$ cat config.mk
export PLATFORM = sky130hd
export DESIGN_NAME = sfm_streamer_strb_gen_2d
export DESIGN_NICKNAME = d
export VERILOG_FILES = /design/src/rtl/sfm_streamer_strb_gen_2d.sv
export SDC_FILE = /design/constraint.sdc
export NUM_CORES = 1
export LEC_CHECK = 0
export BUFFER_PORTS_ARGS = -buffer_cell sky130_fd_sc_hd__buf_4
export CORE_AREA = 2 2 265 267
export DETAILED_ROUTE_END_ITERATION = 8
export DIE_AREA = 0 0 267 269
export GPL_TIMING_DRIVEN = 0
export HOLD_SLACK_MARGIN = 0.15
export PLACE_DENSITY = 0.4
export SKIP_LAST_GASP = 1
export SYNTH_ARGS = -nofsm -noshare
export SYNTH_HDL_FRONTEND = slang
export SYNTH_SLANG_ARGS = --single-unit
$ cat constraint.sdc
create_clock -name clk_i -period 6.65 [get_ports clk_i]
set_input_delay 1.33 -clock clk_i [delete_from_list [all_inputs] [get_ports clk_i]]
set_output_delay 1.33 -clock clk_i [all_outputs]
set_load 0.1 [all_outputs]
$ cat src/rtl/sfm_streamer_strb_gen_2d.sv
// Strobe generator between the streamer and the TCDM sink for 2-D transfers.
// A job is n_rows rows of row_len bytes; every row starts offset bytes into
// its first beat. Leading bytes of the first beat and trailing bytes of the
// last beat of each row are masked. Beat/row counters run under an
// IDLE/RUN/DONE FSM. An optional 1-entry register slice sits on the output.
// The stream interfaces are flattened into data/valid/ready(/strb) ports.
module sfm_streamer_strb_gen_2d #(
   parameter int unsigned DW         = 288,
   parameter int unsigned SIDEBAND_W = 32,
   parameter int unsigned CNT_W      = 32,
   parameter bit          OUTPUT_REG = 1'b0,
   localparam int unsigned NB        = (DW - SIDEBAND_W) / 8,
   localparam int unsigned OW        = $clog2(NB),
   localparam int unsigned SW        = DW / 8
) (
   input  logic             clk_i,
   input  logic             rst_ni,
   input  logic             clear_i,
   input  logic             start_i,
   input  logic [CNT_W-1:0] row_len_i,
   input  logic [CNT_W-1:0] n_rows_i,
   input  logic [OW-1:0]    offset_i,
   output logic             busy_o,
   output logic             done_o,
   input  logic [DW-1:0]    stream_i_data,
   input  logic             stream_i_valid,
   output logic             stream_i_ready,
   output logic [DW-1:0]    stream_o_data,
   output logic [SW-1:0]    stream_o_strb,
   output logic             stream_o_valid,
   input  logic             stream_o_ready
);

   localparam logic [1:0]       ST_IDLE  = 2'd0;
   localparam logic [1:0]       ST_RUN   = 2'd1;
   localparam logic [1:0]       ST_DONE  = 2'd2;
   localparam logic [CNT_W:0]   BPR_ONE  = {{CNT_W{1'b0}}, 1'b1};
   localparam logic [CNT_W:0]   NB_M1    = (CNT_W+1)'(NB - 1);
   localparam logic [CNT_W-1:0] ROW_ONE  = {{(CNT_W-1){1'b0}}, 1'b1};
   localparam logic [NB-1:0]    ALL_ONES = {NB{1'b1}};

   logic [1:0]       r_state;
   logic [OW-1:0]    r_offset;
   logic [OW-1:0]    r_end_lftovr;
   logic [CNT_W:0]   r_bpr;
   logic [CNT_W-1:0] r_n_rows;
   logic [CNT_W:0]   r_beat_cnt;
   logic [CNT_W-1:0] r_row_cnt;

   logic             w_run;
   logic             w_hs_in;
   logic             w_first;
   logic             w_last_beat;
   logic             w_last_row;
   logic             w_zero_job;
   logic [CNT_W:0]   w_len_end;
   logic [CNT_W:0]   w_bpr_next;
   logic [NB-1:0]    w_lead;
   logic [NB-1:0]    w_trail;
   logic [NB-1:0]    w_strb;

   // Row geometry is computed one bit wider than the counters so that
   // offset + row_len cannot overflow.
   assign w_len_end   = {{(CNT_W+1-OW){1'b0}}, offset_i} + {1'b0, row_len_i};
   assign w_bpr_next  = (w_len_end + NB_M1) >> OW;
   assign w_zero_job  = (row_len_i == '0) || (n_rows_i == '0);

   assign w_run       = (r_state == ST_RUN);
   assign w_hs_in     = stream_i_valid & stream_i_ready;
   assign w_first     = (r_beat_cnt == '0);
   assign w_last_beat = (r_beat_cnt == (r_bpr - BPR_ONE));
   assign w_last_row  = (r_row_cnt == (r_n_rows - ROW_ONE));

   assign busy_o      = (r_state == ST_RUN);
   assign done_o      = (r_state == ST_DONE);

   // Job FSM: latch config on start, walk beat/row counters on accepted beats.
   always_ff @(posedge clk_i) begin
      if (!rst_ni || clear_i) begin
         r_state      <= ST_IDLE;
         r_offset     <= '0;
         r_end_lftovr <= '0;
         r_bpr        <= '0;
         r_n_rows     <= '0;
         r_beat_cnt   <= '0;
         r_row_cnt    <= '0;
      end else begin
         case (r_state)
            ST_IDLE: begin
               if (start_i) begin
                  r_offset     <= offset_i;
                  r_end_lftovr <= w_len_end[OW-1:0];
                  r_bpr        <= w_bpr_next;
                  r_n_rows     <= n_rows_i;
                  r_beat_cnt   <= '0;
                  r_row_cnt    <= '0;
                  r_state      <= w_zero_job ? ST_DONE : ST_RUN;
               end
            end
            ST_RUN: begin
               if (w_hs_in) begin
                  if (w_last_beat) begin
                     r_beat_cnt <= '0;
                     if (w_last_row) begin
                        r_row_cnt <= '0;
                        r_state   <= ST_DONE;
                     end else begin
                        r_row_cnt <= r_row_cnt + ROW_ONE;
                     end
                  end else begin
                     r_beat_cnt <= r_beat_cnt + BPR_ONE;
                  end
               end
            end
            ST_DONE: r_state <= ST_IDLE;
            default: r_state <= ST_IDLE;
         endcase
      end
   end

   // Byte strobe of the current beat: leading mask on the first beat of a
   // row, trailing mask on the last beat (end_lftovr of 0 means a full beat).
   always_comb begin
      w_lead  = ALL_ONES;
      w_trail = ALL_ONES;
      if (w_first) begin
         w_lead = ALL_ONES << r_offset;
      end else begin
         w_lead = ALL_ONES;
      end
      if (w_last_beat && (r_end_lftovr != '0)) begin
         w_trail = ~(ALL_ONES << r_end_lftovr);
      end else begin
         w_trail = ALL_ONES;
      end
      w_strb = w_lead & w_trail;
   end

   generate
      if (OUTPUT_REG) begin : g_slice
         logic          r_slice_valid;
         logic [DW-1:0] r_slice_data;
         logic [NB-1:0] r_slice_strb;

         assign stream_i_ready = w_run & (~r_slice_valid | stream_o_ready);
         assign stream_o_valid = r_slice_valid;
         assign stream_o_data  = r_slice_data;
         assign stream_o_strb  = r_slice_valid ? {{(SW-NB){1'b0}}, r_slice_strb} : '0;

         // One-entry slice: load on accepted beat, empty when drained.
         always_ff @(posedge clk_i) begin
            if (!rst_ni || clear_i) begin
               r_slice_valid <= 1'b0;
               r_slice_data  <= '0;
               r_slice_strb  <= '0;
            end else if (w_hs_in) begin
               r_slice_valid <= 1'b1;
               r_slice_data  <= stream_i_data;
               r_slice_strb  <= w_strb;
            end else if (stream_o_ready) begin
               r_slice_valid <= 1'b0;
            end else begin
               r_slice_valid <= r_slice_valid;
            end
         end
      end else begin : g_pass
         assign stream_i_ready = w_run & stream_o_ready;
         assign stream_o_valid = w_run & stream_i_valid;
         assign stream_o_data  = stream_i_data;
         assign stream_o_strb  = w_run ? {{(SW-NB){1'b0}}, w_strb} : '0;
      end
   endgenerate

endmodule
# Word-level counts from Yosys, hierarchy flattened
# Index checks and enable logic that the tools add are counted.
# totals
reg_bits	137
latch_bits	0
ram_bits	0
romBits	0
in_bits	363
out_inout_bits	328
word_cells	60
mem_count	0
# classes
addsub	6
mul	0
n_div	0
magnitude_cmp	0
n_eq_ne	8
n_shift	2
n_mux	18
bitwise_logic	5
n_reduce_logical	14
# op_table
cell	count
$mux 32	7
$mux 33	3
$pmux 33 s2	1
$logic_not 32->1	2
$pmux 32 s2	1
$shl 32x5->32 const A	2
$add 33x1->33 const B	1
$add 33x5->33 const B	1
$add 5x32->33	1
$eq 33x33->1	1
$logic_not 33->1	1
$add 32x1->32 const B	1
$and 32x32->32	1
$eq 32x32->1	1
$not 32->32	1
$sub 32x1->32 const B	1
$sub 28x1->29 const B	1
$mux 2	5
$reduce_and 4->1	2
$ne 2x1->1 const B	3
$reduce_bool 5->1	1
$pmux 2 s2	1
$and 1x1->1	3
$reduce_and 3->1	1
other kinds (9)	10

# Logic depth before layout (Yosys ltp)
# logic_depth
depth_word	6
mapped_depth	14
mapped_depth_nobuf	11

# Worst setup path after synthesis
# No wires, ideal clock.
# synth_timing
path_type	reg2out
startpoint	register r_bpr[16]
endpoint	output stream_o_strb[16]
arrival_ns	4.812
required_ns	5.320
slack_ns	0.508
stages_incl_launch_ff	12
path_buffers	3
cell_sequence	dfxtp_1 buf_2 or4_1 clkbuf_1 or4_1 buf_2 o21a_1 o21a_1 o22ai_1 nand4b_1 nor3_1 a211oi_1
# synth_between
elab_chain_len	6
# synth_rtl
item	line_no	source
from (decl)	45	logic [CNT_W:0] r_bpr;
from (signal assigned)	93	r_bpr <= w_bpr_next;
$sub 28x1->29	71	assign w_last_beat = (r_beat_cnt == (r_bpr - BPR_ONE));
$eq 33x33->1	71	
$logic_and 1x1->1	131	if (w_last_beat && (r_end_lftovr != '0)) begin
$mux 32	131	
$and 32x32->32	136	w_strb = w_lead & w_trail;
$mux 32	170	assign stream_o_strb = w_run ? {{(SW-NB){1'b0}}, w_strb} : '0;
to (decl)	29	output logic [SW-1:0] stream_o_strb,
# Every way passes these cells.

# Worst setup path in the final report
# layout_timing
startpoint	register r_bpr[0]
endpoint	output stream_o_strb[10]
# Same word-level chain as after synthesis.

==> flow_summary.ini <==
[status]
outcome = finished clean

[yosys]
synth_area_um2 = 12500
synth-seq-area-share_pct = 21.9
synth_area_per_cell_um2 = 7.26
synth_enable_flop_cells = 0
yosys_register_bits = 137
syn-instance-count = 1724
synth_cell_type_count = 77
synth.yosys.warnings = 0
synth_top_flop_cell = sky130_fd_sc_hd__dfxtp_1
synth_async_sr_flop_share_pct = 0

[placed_design]
post-dp-hpwl_mm = 40.8
gpl.final_weighted_congestion = 0.861
numPortBuffers = 392
dp_slack_ps = 283

[final_layout]
post_route_cells_drive_above_1_share_pct = 35.1
layout_common_cells = 686 x sky130_fd_sc_hd__buf_4, 211 x sky130_fd_sc_hd__nand2_1, 137 x sky130_fd_sc_hd__dfxtp_1
areaGrowthSynthToFinish_pct = 38.0
num-fill-cells = 7772
area_used_by_multi_input_combinational_logic_um2 = 7190
final_net_count = 2514
antennaDiodeCount = 0
most_common_cell_after_layout_fill_and_taps_aside = sky130_fd_sc_hd__buf_4
register_area_um2 = 2740

[cts]
worst_skew_pair.late_latency_ps = 440
cts-buffers-inserted = 17
cts_root_buffer = sky130_fd_sc_hd__clkbuf_16
clk_pin_slew_worst_paths_ps = 60
cts_num_sinks = 137
clock_path_buffers = 2
htree_levels = 4
ctsHoldBuffers = 0
tritoncts = built

[run]
drv.max_cap_violation_count = 0

[power_and_ir_drop]
cellPowerDensity_nw_per_um2 = 201
maximum_vdd_drop_uv = 179
lkg_pwr_nw = 7.11

[setup_path]
startpoint_type = flop
largest_stage_delay_on_the_critical_path_ps = 660
crit_required_ps = 5320
most_used_cell_along_the_critical_path = sky130_fd_sc_hd__buf_4
timing.critical_path.arrival_ps = 4720
end_kind = output pin
crit_path_cell_trace = inv_1 > ha_1 > nor4b_4 > nand4_1 > or4_1 > o41ai_1 > o22ai_1 > nand4b_1 > buf_4 > nor3_2 > clkbuf_1 > a21oi_1 > buf_4
cpMaxStageDelayCell = sky130_fd_sc_hd__or4_1
cp_max_fo = 10
timing_worst_setup_path_type = flop to output pin

[global_routing]
grt_first_pass_wirelength_mm = 70.9
grt_antenna_before_repair = 1
grt_start_max_net_pins = 17
first_global_vias = 12500
grt.total_usage_pct = 12.6
global_route.overflow_total = 0

[floorplan]
pin_count = 691
initial_core_util_pct = 18.1
design.die.area_um2 = 71800
core_rows = 97
fp.coreArea_um2 = 69300
die_height_um = 269
die_width_um = 267

[detailed_routing]
drc = 0
routedWlPerCell_um = 15.7
route.top_layer_used = met5
dr.first_iter.drc_count = 624
wl_mm = 48.6
drt-met1-wl_mm = 20.5
vias = 13500
via_per_inst = 4.35
drt-pass1-iter-count = 5
met3_length_mm = 2.63
postRouteAntennaNets = 0
dr_wl_met2_mm = 24.5

[sta]
rsz0062_at_grt = no
finalClockSkew_ps = 9.76
setup_viol_count_final = 0
setup_ws_ps = 600
post-route-min-period_ps = 6050
slew-limit-headroom_pct = 20.6
final_min_period_over_clock_period_pct = 91.0
f_max_mhz = 165
finalMaxSlewViolations = 0
timing_hold_violations_final = 0
worstMarginPinSlew_ps = 1170
setup_tns_ps = 0

[hold_path]
min_path_type = flop to flop
==> logic make-up (layout without fill, tap and decap cells) <==
family	count (synthesis)	after routing	synth area share [%]
muxes	9	9	0.750
AOI/OAI and AO/OA	305	305	16.0
adders and majority gates	11	11	1.16
and+or+nand+nor	701	701	28.4
xor gates and xnor gates	153	153	10.7
DFF	137	137	21.9
buffers and inverters	407	833	21.1
other	1	4	0.0300
==> per-layer routing <==
layer | vias to the layer above | GRT usage (%)
li1 | 6601 | -
met1 | 6325 | 15.6
met2 | 484 | 22.3
met3 | 39 | 2.08
met4 | 2 | 4.10
met5 | - | 0
==> repair_timing <==
| action | 4_1_cts | 5_1_grt |
|---|---|---|
| buffers inserted | 0 | 2 |
| setup endpoints to repair | 20 | 20 |
| gates cloned | 0 | 0 |
| gates resized for setup | 3 | 3 |
==> worst max-delay path, delay by kind of cell (launching register included) <==
family | cells | cell delay, ps
AOI/OAI and AO/OA | 3 | 480
and+or+nand+nor | 5 | 2220
buffers and inverters | 4 | 950
DFF | 1 | 380
adders and majority gates | 1 | 240
==> state kept, by name (all words and copies together), names as in the netlist <==
name          count
r_n_rows         32
r_end_lftovr      5
r_bpr            28
r_offset          5
r_row_cnt        32
r_state           2
r_beat_cnt       33
==> cell usage after synthesis, types with 20 or more instances <==
| cell type | count | area [um^2] |
|---|---|---|
| sky130_fd_sc_hd__buf_4 | 292 | 2190 |
| sky130_fd_sc_hd__nand2_1 | 211 | 792 |
| sky130_fd_sc_hd__dfxtp_1 | 137 | 2740 |
| sky130_fd_sc_hd__nor2_1 | 127 | 477 |
| sky130_fd_sc_hd__a21oi_1 | 96 | 480 |
| sky130_fd_sc_hd__xnor2_1 | 88 | 771 |
| sky130_fd_sc_hd__clkbuf_1 | 80 | 300 |
| sky130_fd_sc_hd__xor2_1 | 65 | 569 |
| sky130_fd_sc_hd__o21ai_0 | 62 | 310 |
| sky130_fd_sc_hd__nand3_1 | 58 | 290 |
| sky130_fd_sc_hd__nor4_1 | 58 | 363 |
| sky130_fd_sc_hd__nor3_1 | 49 | 245 |
| sky130_fd_sc_hd__nand4_1 | 47 | 294 |
| sky130_fd_sc_hd__inv_1 | 24 | 90.1 |
| sky130_fd_sc_hd__or3_1 | 21 | 131 |
| sky130_fd_sc_hd__and3_1 | 20 | 125 |
==> through the flow <==
| stage | cell area (um^2) | instances | utilization, % | hold slack (ps) | power (mW) |
|---|---|---|---|---|---|
| after floorplan | 12500 | 1727 | - | 450 | 2.17 |
| after global placement | 16600 | 3059 | 24.0 | 482 | 2.53 |
| after detailed placement | 16600 | 3059 | 24.0 | 480 | 2.53 |
| after CTS | 17300 | 3091 | 24.9 | 489 | 3.50 |
| after global routing | 17300 | 3093 | 24.9 | 503 | 3.62 |
| final | 17300 | 3093 | 24.9 | 484 | 3.47 |
==> path summary, 6_finish.rpt <==
| path | startpoint | endpoint | slack [ps] | cells after the start |
|---|---|---|---|---|
| max | r_bpr[0] | stream_o_strb[10] | 600 | 13 |
| min | r_n_rows[31] | r_n_rows[31] | 480 | 2 |
| max reg2reg | r_n_rows[0] | r_row_cnt[18] | 1420 | 13 |
| min reg2reg | r_n_rows[31] | r_n_rows[31] | 480 | 2 |
==> where the power goes <==
group	internal [mW]	total, mW	switching [mW]	leakage (nW)
Sequential	0.838	0.863	0.0246	1.11
Combinational	0.442	1.65	1.21	5.72
Clock	0.570	0.958	0.388	0.275
==> area by class of cell <==
cell class                      count  area share, %
Timing Repair Buffer              394           17.1
Multi-Input combinational cell   1183           41.6
Clock buffer                       21           2.66
Tap cell                          940           6.81
Buffer                            383           14.7
Clock inverter                     11          0.710
Inverter                           24          0.521
Sequential cell                   137           15.9
Power figures use the tool's default switching activity.
